===== src/rtl/game_pkg.sv =====
// Shared game-level types: screen encoding and finish-screen timing default.
package game_pkg;

  typedef enum logic [1:0] {
    SCR_START  = 2'b00,
    SCR_PLAY   = 2'b01,
    SCR_FINISH = 2'b10
  } screen_t;

  // Frames the finish screen stays up before a start press is honoured
  localparam int unsigned MIN_FINISH_FRAMES_DFLT = 180;

  // Counter width able to hold 0..max inclusive, never narrower than 1 bit
  function automatic int unsigned cnt_width(input int unsigned max_val);
    return (max_val > 0) ? $clog2(max_val + 1) : 1;
  endfunction

endpackage


===== src/rtl/vga_pkg.sv =====
// VGA timing constants and the registered VGA stream payload.
package vga_pkg;

  localparam int unsigned HOR_PIXELS = 800;
  localparam int unsigned VER_PIXELS = 600;
  localparam int unsigned CNT_W      = 11;
  localparam int unsigned RGB_W      = 12;

  // One pixel-clock slice of the VGA stream
  typedef struct packed {
    logic [CNT_W-1:0] vcount;
    logic [CNT_W-1:0] hcount;
    logic             vsync;
    logic             hsync;
    logic             vblnk;
    logic             hblnk;
    logic [RGB_W-1:0] rgb;
  } vga_t;

endpackage


===== src/rtl/vga_if.sv =====
// VGA timing + pixel bundle; 'out' drives the stream, 'in' consumes it.
interface vga_if;
  import vga_pkg::*;

  logic [CNT_W-1:0] vcount;
  logic [CNT_W-1:0] hcount;
  logic             vsync;
  logic             hsync;
  logic             vblnk;
  logic             hblnk;
  logic [RGB_W-1:0] rgb;

  modport out (
    output vcount, hcount, vsync, hsync, vblnk, hblnk, rgb
  );

  modport in (
    input vcount, hcount, vsync, hsync, vblnk, hblnk, rgb
  );

  modport master (
    output vcount, hcount, vsync, hsync, vblnk, hblnk, rgb
  );

  modport slave (
    input vcount, hcount, vsync, hsync, vblnk, hblnk, rgb
  );

endinterface


===== src/rtl/screen_ctrl_btn_edge.sv =====
// Button synchronizer and rising-edge pulse generator.
// The pulse only arms after a valid "released" sample has passed through the
// synchronizer, so a button held through reset never fires on reset release.
module btn_edge (
  input  logic clk,
  input  logic rst_n,
  input  logic btn_i,
  output logic pulse_o
);

  logic       sync1_q, sync1_d;
  logic       sync2_q, sync2_d;
  logic [1:0] vld_q,   vld_d;
  logic       armed_q, armed_d;
  logic       pulse_q, pulse_d;

  // Next-state: shift the synchronizer, track pipeline validity, detect 0->1
  always_comb begin
    sync1_d = btn_i;
    sync2_d = sync1_q;
    vld_d   = {vld_q[0], 1'b1};
    armed_d = vld_q[1] & ~sync2_q;
    pulse_d = armed_q & sync2_q;
  end

  // Registers with synchronous active-low reset
  always_ff @(posedge clk) begin
    if (!rst_n) begin
      sync1_q <= 1'b0;
      sync2_q <= 1'b0;
      vld_q   <= 2'b00;
      armed_q <= 1'b0;
      pulse_q <= 1'b0;
    end else begin
      sync1_q <= sync1_d;
      sync2_q <= sync2_d;
      vld_q   <= vld_d;
      armed_q <= armed_d;
      pulse_q <= pulse_d;
    end
  end

  assign pulse_o = pulse_q;

endmodule


===== src/rtl/screen_ctrl.sv =====
// Game-screen sequencer: START -> PLAY -> FINISH -> START, switching only on
// the rising edge of vblnk, and muxing the matching renderer onto vga_out.
module screen_ctrl
  import game_pkg::*, vga_pkg::*;
#(
  parameter int unsigned MIN_FINISH_FRAMES = MIN_FINISH_FRAMES_DFLT
) (
  input  logic             clk,
  input  logic             rst_n,
  input  logic             start_btn,
  input  logic             game_over,
  input  logic [RGB_W-1:0] rgb_start,
  input  logic [RGB_W-1:0] rgb_game,
  input  logic [RGB_W-1:0] rgb_finish,
  vga_if.in                vga_in,
  vga_if.out               vga_out,
  output logic [1:0]       screen,
  output logic             game_rst,
  output logic             game_en
);

  localparam int unsigned      FIN_W   = cnt_width(MIN_FINISH_FRAMES);
  localparam logic [FIN_W-1:0] FIN_MAX = FIN_W'(MIN_FINISH_FRAMES);

  localparam logic [1:0] ST_START  = 2'(SCR_START);
  localparam logic [1:0] ST_PLAY   = 2'(SCR_PLAY);
  localparam logic [1:0] ST_FINISH = 2'(SCR_FINISH);

  logic [1:0]       state_q,     state_d;
  logic             start_req_q, start_req_d;
  logic             over_req_q,  over_req_d;
  logic [FIN_W-1:0] fin_cnt_q,   fin_cnt_d;
  logic             vblnk_q;
  logic             game_rst_q,  game_rst_d;
  logic             game_en_q,   game_en_d;
  vga_t             vga_q,       vga_d;

  logic start_evt_c;
  logic frame_tick_c;
  logic unused_rgb_c;

  // Renderer timing comes in with its own rgb field, which is not used here
  assign unused_rgb_c = ^vga_in.rgb;

  // Start button: synchronize and turn presses into one-cycle events
  btn_edge u_btn_edge (
    .clk     (clk),
    .rst_n   (rst_n),
    .btn_i   (start_btn),
    .pulse_o (start_evt_c)
  );

  // Frame boundary marks the first cycle of vertical blanking
  assign frame_tick_c = vga_in.vblnk & ~vblnk_q;

  // FSM next-state, sticky request flags and finish-frame counter
  always_comb begin
    state_d     = state_q;
    start_req_d = start_req_q;
    over_req_d  = over_req_q;
    fin_cnt_d   = fin_cnt_q;

    case (state_q)
      ST_START: begin
        if (start_evt_c) begin
          start_req_d = 1'b1;
        end
        if (frame_tick_c && start_req_q) begin
          state_d = ST_PLAY;
        end
      end
      ST_PLAY: begin
        // start presses are dropped here; only game_over matters
        if (game_over) begin
          over_req_d = 1'b1;
        end
        if (frame_tick_c && over_req_q) begin
          state_d = ST_FINISH;
        end
      end
      ST_FINISH: begin
        if (start_evt_c && (fin_cnt_q == FIN_MAX)) begin
          start_req_d = 1'b1;
        end
        if (frame_tick_c) begin
          if (start_req_q) begin
            state_d = ST_START;
          end else if (fin_cnt_q != FIN_MAX) begin
            fin_cnt_d = fin_cnt_q + FIN_W'(1);
          end
        end
      end
      default: begin
        state_d = ST_START;
      end
    endcase

    // Any screen change starts the new screen with no pending requests
    if (state_d != state_q) begin
      start_req_d = 1'b0;
      over_req_d  = 1'b0;
    end

    if ((state_d == ST_FINISH) && (state_q != ST_FINISH)) begin
      fin_cnt_d = '0;
    end
  end

  // Gameplay controls follow the next state so they line up with screen
  always_comb begin
    game_rst_d = (state_q == ST_START) && (state_d == ST_PLAY);
    game_en_d  = (state_d == ST_PLAY);
  end

  // Output stream: timing passes through, rgb picked by the current screen
  always_comb begin
    vga_d        = '0;
    vga_d.vcount = vga_in.vcount;
    vga_d.hcount = vga_in.hcount;
    vga_d.vsync  = vga_in.vsync;
    vga_d.hsync  = vga_in.hsync;
    vga_d.vblnk  = vga_in.vblnk;
    vga_d.hblnk  = vga_in.hblnk;
    if (!(vga_in.vblnk || vga_in.hblnk)) begin
      case (state_q)
        ST_START:  vga_d.rgb = rgb_start;
        ST_PLAY:   vga_d.rgb = rgb_game;
        ST_FINISH: vga_d.rgb = rgb_finish;
        default:   vga_d.rgb = '0;
      endcase
    end
  end

  // All state and outputs registered with synchronous active-low reset
  always_ff @(posedge clk) begin
    if (!rst_n) begin
      state_q     <= ST_START;
      start_req_q <= 1'b0;
      over_req_q  <= 1'b0;
      fin_cnt_q   <= '0;
      vblnk_q     <= 1'b0;
      game_rst_q  <= 1'b0;
      game_en_q   <= 1'b0;
      vga_q       <= '0;
    end else begin
      state_q     <= state_d;
      start_req_q <= start_req_d;
      over_req_q  <= over_req_d;
      fin_cnt_q   <= fin_cnt_d;
      vblnk_q     <= vga_in.vblnk;
      game_rst_q  <= game_rst_d;
      game_en_q   <= game_en_d;
      vga_q       <= vga_d;
    end
  end

  assign screen   = state_q;
  assign game_rst = game_rst_q;
  assign game_en  = game_en_q;

  assign vga_out.vcount = vga_q.vcount;
  assign vga_out.hcount = vga_q.hcount;
  assign vga_out.vsync  = vga_q.vsync;
  assign vga_out.hsync  = vga_q.hsync;
  assign vga_out.vblnk  = vga_q.vblnk;
  assign vga_out.hblnk  = vga_q.hblnk;
  assign vga_out.rgb    = vga_q.rgb;

endmodule

===== src/flat_wrapper.sv =====
// flat-port wrapper written by rule: the top's interface ports become plain ports
module screen_ctrl_flat import game_pkg::*, vga_pkg::*;
#(
  parameter int unsigned MIN_FINISH_FRAMES = MIN_FINISH_FRAMES_DFLT
)
  (clk, rst_n, start_btn, game_over, rgb_start, rgb_game, rgb_finish, screen, game_rst, game_en, vga_in_vcount, vga_in_hcount, vga_in_vsync, vga_in_hsync, vga_in_vblnk, vga_in_hblnk, vga_in_rgb, vga_out_vcount, vga_out_hcount, vga_out_vsync, vga_out_hsync, vga_out_vblnk, vga_out_hblnk, vga_out_rgb);
  vga_if vga_in_i ();
  vga_if vga_out_i ();
  input  logic clk;
  input  logic rst_n;
  input  logic start_btn;
  input  logic game_over;
  input  logic [RGB_W-1:0] rgb_start;
  input  logic [RGB_W-1:0] rgb_game;
  input  logic [RGB_W-1:0] rgb_finish;
  output logic [1:0] screen;
  output logic game_rst;
  output logic game_en;
  input wire logic [$bits(vga_in_i.vcount)-1:0] vga_in_vcount;
  input wire logic [$bits(vga_in_i.hcount)-1:0] vga_in_hcount;
  input wire logic [$bits(vga_in_i.vsync)-1:0] vga_in_vsync;
  input wire logic [$bits(vga_in_i.hsync)-1:0] vga_in_hsync;
  input wire logic [$bits(vga_in_i.vblnk)-1:0] vga_in_vblnk;
  input wire logic [$bits(vga_in_i.hblnk)-1:0] vga_in_hblnk;
  input wire logic [$bits(vga_in_i.rgb)-1:0] vga_in_rgb;
  output wire logic [$bits(vga_out_i.vcount)-1:0] vga_out_vcount;
  output wire logic [$bits(vga_out_i.hcount)-1:0] vga_out_hcount;
  output wire logic [$bits(vga_out_i.vsync)-1:0] vga_out_vsync;
  output wire logic [$bits(vga_out_i.hsync)-1:0] vga_out_hsync;
  output wire logic [$bits(vga_out_i.vblnk)-1:0] vga_out_vblnk;
  output wire logic [$bits(vga_out_i.hblnk)-1:0] vga_out_hblnk;
  output wire logic [$bits(vga_out_i.rgb)-1:0] vga_out_rgb;
  assign vga_in_i.vcount = vga_in_vcount;
  assign vga_in_i.hcount = vga_in_hcount;
  assign vga_in_i.vsync = vga_in_vsync;
  assign vga_in_i.hsync = vga_in_hsync;
  assign vga_in_i.vblnk = vga_in_vblnk;
  assign vga_in_i.hblnk = vga_in_hblnk;
  assign vga_in_i.rgb = vga_in_rgb;
  assign vga_out_vcount = vga_out_i.vcount;
  assign vga_out_hcount = vga_out_i.hcount;
  assign vga_out_vsync = vga_out_i.vsync;
  assign vga_out_hsync = vga_out_i.hsync;
  assign vga_out_vblnk = vga_out_i.vblnk;
  assign vga_out_hblnk = vga_out_i.hblnk;
  assign vga_out_rgb = vga_out_i.rgb;
  screen_ctrl #(.MIN_FINISH_FRAMES(MIN_FINISH_FRAMES)) u_core (.clk(clk), .rst_n(rst_n), .start_btn(start_btn), .game_over(game_over), .rgb_start(rgb_start), .rgb_game(rgb_game), .rgb_finish(rgb_finish), .vga_in(vga_in_i), .vga_out(vga_out_i), .screen(screen), .game_rst(game_rst), .game_en(game_en));
endmodule

===== config.mk =====
export PLATFORM = sky130hd
export DESIGN_NAME = screen_ctrl_flat
export DESIGN_NICKNAME = d
export VERILOG_FILES = /design/src/rtl/game_pkg.sv /design/src/rtl/vga_pkg.sv /design/src/rtl/vga_if.sv /design/src/rtl/screen_ctrl_btn_edge.sv /design/src/rtl/screen_ctrl.sv /design/src/flat_wrapper.sv
export SDC_FILE = /design/constraint.sdc
export NUM_CORES = 1
export LEC_CHECK = 0
export ABC_AREA = 0
export CELL_PAD_IN_SITES_DETAIL_PLACEMENT = 1
export CELL_PAD_IN_SITES_GLOBAL_PLACEMENT = 2
export CORE_ASPECT_RATIO = 1.75
export CORE_MARGIN = 2
export CORE_UTILIZATION = 22
export DETAILED_ROUTE_END_ITERATION = 7
export PLACE_DENSITY = 0.88
export SYNTH_ARGS = -nofsm -noshare
export SYNTH_HDL_FRONTEND = slang
export SYNTH_SLANG_ARGS = --single-unit

===== constraint.sdc =====
create_clock -name clk -period 2.51 [get_ports clk]
set_input_delay 0.3765 -clock clk [delete_from_list [all_inputs] [get_ports clk]]
set_output_delay 0.3765 -clock clk [all_outputs]
set_load 0.1 [all_outputs]

Yosys cells after proc, flatten, opt, wreduce, memory -nomap -nowiden
Cells that the tools add are included.
- shifts and indexed selects: 0
- add/sub/neg operators: 1
- bitwise logic cells: 7
- order comparisons: 0
- equal/unequal tests: 10
- muxes and demuxes: 10
- div/mod/pow operators: 0
- reduce and logical (&&, ||, !) cells: 14
- $mul: 0
- operators by type and width (kind ; number):
    12-bit case mux with 3 select lines ; 1
    8-bit by 1-bit adder with 8-bit output (second input constant) ; 1
    8-bit equality test (second input constant) ; 1
    2-bit two-way mux ; 4
    8-bit != test (second input constant) ; 1
    2-bit case mux with 3 select lines ; 1
    2-bit OR reduction ; 3
    1-bit logical AND ; 5
    2-bit by 1-bit equality test with 1-bit output (second input constant) ; 2
    2-bit equality test (second input constant) ; 2
    2-bit != test (second input constant) ; 2
    1-bit inverter ; 4
    4-bit AND reduction ; 1
    1-bit bitwise AND ; 3
    1-bit two-way mux ; 3
    3-bit AND reduction ; 1
    2-bit zero test ; 1
    2-bit by 1-bit != test with 1-bit output (second input constant) ; 1
    2-bit != test ; 1
    1-bit case mux with 2 select lines ; 1
    2-bit AND reduction ; 1
    2-bit nonzero test ; 1
    1-bit logical OR ; 1
- input bits: 78
- memories: 0
- bits in latches: 0
- register bits: 58
- output and inout bits: 42
- memory bits (read-only): 0
- RAM bits: 0

Logic depth before layout (Yosys ltp)
- depth after elaboration: 8
- gate-level depth with buffers: 6

By module
Synthesis repeated with hierarchy kept, for this count alone.
- cell total of the unflattened synthesis: 210
- area total of the unflattened synthesis: 2097.0 um2
- modules (own cells, without submodules) (module ; times used ; area each (um2) ; cells each ; seq. area each (um2)):
    screen_ctrl ; 1 ; 1939.4 ; 199 ; 1041.0
    btn_edge ; 1 ; 157.7 ; 11 ; 120.1

Worst setup path before layout
No wires, ideal clock.
- path kind: reg2reg
- start: register u_core.state_q[1], in the netlist u_core.screen[1]
- end: register u_core.fin_cnt_q[3]
- slack: 0.362 ns
- library setup time: 0.071 ns
- path buffers: 0
- stages on the path, launching flop included: 5
- arrival time: 2.077 ns
- cells stage by stage: dfxtp_1 -> nand4bb_4 -> or2_4 -> or4_1 -> a21oi_1
- cells in the longest elaborated chain, start to end: 6
- elaborated cells on any way between the ends: 13
- those cells by class: eq/ne (4); mux (5); reduce/logical (4)
- RTL lines (element ; line ; RTL):
    start, declared ; screen_ctrl.sv:29 ; logic [1:0] state_q, state_d;
    start signal, assigned ; screen_ctrl.sv:146 ; state_q <= state_d;
    2-bit two-way mux ; screen_ctrl.sv:86 ; if (start_req_q) begin
    2-bit two-way mux ; screen_ctrl.sv:85 ; if (frame_tick_c) begin
    2-bit case mux with 3 select lines ; screen_ctrl.sv:63 ; case (state_q)
    2-bit equality test ; screen_ctrl.sv:104 ; if ((state_d == ST_FINISH) && (state_q != ST_FINISH)) begin
    1-bit logical AND ; screen_ctrl.sv:104 ;
    2-bit OR reduction (no line) ; n/a ;
    end signal, assigned ; screen_ctrl.sv:149 ; fin_cnt_q <= fin_cnt_d;
    end, declared ; screen_ctrl.sv:32 ; logic [FIN_W-1:0] fin_cnt_q, fin_cnt_d;
Parallel ways exist; a longest one is shown, timed or not.
A chain may end at the register's enable or synchronous reset.

Final worst setup path
- start: register u_core.state_q[0], in the netlist u_core.screen[0]
- end: output port screen[0]
- RTL lines (element ; line ; RTL):
    end, declared ; flat_wrapper.sv:16 ; output logic [1:0] screen;
No word-level cell between the ends.

==> flow_summary_export.csv <==
group,metric,value,unit
sta,fmax,526,MHz
route,vias_per_cell,4.20,
sta,maxSlewHeadroom,60.2,%
layout,syn_to_final_growth,66.9,%
critical_path,worstPathMaxFanout,12,
run,cap_violations,0,
synth,seq_area_frac_synth,56.0,%
sta,fin_ws,611,ps
die,fp-row-count,46,
route,first_pass_iters,5,
worst_hold_path,worstHoldPathType,"flip-flop to flip-flop",
synth,synth_edf_count,0,
synth,synth_area,2070,sq um
synth,synthesis.nets,293,
synth,ys_seq_elements,58,
route,ant_nets,0,
grt,antenna_found_initial,0,
placed_design,dp_slack,346,ps
cts,clock_latency,320,ps
synth,synth_common_cells,"dfxtp_1, nor2_1, and2_1",
route,drc,0,
grt,grt_pass1_vias,2075,
cts,numCtsBuffers,9,
cts,path_clk_slew,50,ps
route,num_vias,1890,
route,drt_iter0_markers,63,
sta,fin_setup_tns,0,ps
grt,grt_max_degree,32,
critical_path,startpoint_type,"flip-flop",
synth,synthTopCellsByArea,"dfxtp_1, and2_1, nor2_1, mux2i_1, a21oi_1",
cts,htreeDepth,3,
sta,tightest_slew,596,ps
placed_design,post-dp-hpwl,4590,microns
die,die_h,132,microns
layout,fin_area,3460,sq um
sta,timing.final.crit_share,75.7,%
placed_design,place_inst,434,
layout,drive_gt1_share,18.8,%
cts,cts_num_sinks,58,
grt,grt_use_total,12.7,%
sta,setup_violations,0,
synth,synthCells,213,
die,initial_core_util,22.8,%
placed_design,post_dp_cell_area,3200,sq um
grt,grt_pass1_wl,10100,microns
placed_design,routabilityCongestion,0.741,
pwr,leakagePower,1.37,nW
cts,root_buffer,"clkbuf_16",
cts,cts_tree,"done",
pwr,cellPowerDensity,709,nW/um^2
critical_path,arrival,1520,ps
synth,syn-mean-instance-area,9.74,sq um
synth,yosysTopAreaCellShare,56.0,%
cts,cts-resized-gates,0,
die,coreArea,9090,sq um
cts,clockBufferDepth,2,
synth,ys.flop_type,"dfxtp_1",
layout,antenna_cells,0,
synth,synthArstFlopShare,0,%
synth,ys_types,30,
route,wirelength,6060,microns
critical_path,path_cells,"buf_4 -> buf_12",
synth,yosysWarnings,0,
sta,rsz0062_at_grt,"false",
die,io_pins,120,
sta,fin_crit,1900,ps
grt,grt.overflow.total,0,
outcome,outcome,"finished clean",
pwr,vdd_drop_max,0.356,mV
route,wl_per_cell,13.5,microns
sta,finClkSkew,6.66,ps
die,die_x,77.4,microns
sta,drv_slew,0,
die,dieArea,10300,sq um
cts,postCtsHoldBufs,0,
layout,instances_no_fill,450,
critical_path,cp-end-kind,"primary output",
synth,yosys.area.top_type,"dfxtp_1",
critical_path,crit_type,"flip-flop to primary output",
critical_path,slowest_stage,"dfxtp_1",
layout,fin_nets,405,
cts,post_cts_buffers,0,
placed_design,io_buffers,107,
synth,synth_most_common_cell,"dfxtp_1",
critical_path,cpPeakStageDelay,690,ps
critical_path,crit_required,2130,ps
sta,hold_viol,0,
-- layout by cell type (no fill, tap or decap), types with 2 or more instances in the layout --
| cell | n |
|---|---|
| ha_1 | 2 |
| inv_1 | 4 |
| buf_4 | 46 |
| nor3b_1 | 2 |
| nand3_1 | 7 |
| clkbuf_16 | 9 |
| clkdlybuf4s50_1 | 65 |
| o21ai_0 | 3 |
| nor2_1 | 34 |
| dfxtp_1 | 58 |
| nand2_1 | 6 |
| nand4_1 | 2 |
| xnor2_1 | 4 |
| nor2b_1 | 3 |
| mux2i_1 | 12 |
| a21oi_1 | 19 |
| nor4_1 | 2 |
| nor4b_1 | 3 |
| and2_1 | 29 |
| or4_1 | 2 |
| clkbuf_1 | 4 |
-- sequential cells by signal, summed over array words and instances, names as in the netlist, 2 cells and up --
register,cells
u_core.fin_cnt_q,8
u_core.screen,2
u_core.u_btn_edge.vld_q,2
u_core.vga_out.hcount,11
u_core.vga_out.rgb,12
u_core.vga_out.vcount,11
-- power by group --
group / switching [mW] / internal (mW)
Combinational: 0.254 / 0.146
Clock: 0.398 / 0.693
Sequential: 0.00950 / 0.954
Total: 0.661 / 1.79
-- per-stage QoR --
step           util (%)  hold WS, ps  power (mW)
3_3_place_gp       35.1          397        1.38
2_1_floorplan         -          383        1.23
6_report           38.1          411        2.45
3_5_place_dp       35.1          410        1.39
4_1_cts            38.1          418        2.50
5_1_grt            38.1          422        2.56
-- per-layer routing --
metal | GRT usage [%] | vias up | wire [microns]
met5 | 0 | - | 0
li1 | - | 932 | -
met1 | 12.6 | 885 | 2180
met4 | 5.95 | 0 | 129
met3 | 4.64 | 10 | 338
met2 | 22.9 | 63 | 3410
-- cell type report --
| type | instances | area (sq um) |
|---|---|---|
| clock inverters | 2 | 12.5 |
| clock buffers | 14 | 254 |
| well taps | 120 | 150 |
| repair buffers | 112 | 1020 |
| multi-input cells | 140 | 853 |
| fillers | 1084 | 5630 |
| inverters | 4 | 15.0 |
| flip-flops and latches | 58 | 1160 |
-- worst paths after layout --
check	from	to	slack, ps	depth (start not counted)
worst max register to register	u_core.screen[0]$_SDFF_PN0_	u_core.fin_cnt_q[4]$_SDFFE_PP0P_	680	5
worst min register to register	u_core.u_btn_edge.sync2_q$_SDFF_PN0_	u_core.u_btn_edge.armed_q$_SDFF_PN0_	410	1
worst min-delay path	u_core.u_btn_edge.sync2_q$_SDFF_PN0_	u_core.u_btn_edge.armed_q$_SDFF_PN0_	410	1
worst max-delay path	u_core.screen[0]$_SDFF_PN0_	screen[0]	610	2
-- critical path, delay by kind of cell, from the launching register on --
| kind | cells | cell delay [ps] |
|---|---|---|
| flops | 1 | 690 |
| buf+inv | 2 | 510 |
-- cells by family (layout without fill, tap and decap cells) --
family / count (synthesis) / in the layout / share of synthesized area (%)
mux: 12 / 12 / 5.79
fa+ha+maj: 2 / 2 / 1.21
compound gates: 25 / 25 / 6.39
buf+inv: 15 / 132 / 2.89
xor+xnor: 4 / 4 / 1.69
simple gates: 97 / 97 / 26.1
flops: 58 / 58 / 56.0
Note: power is estimated with default switching activity, not from simulation.
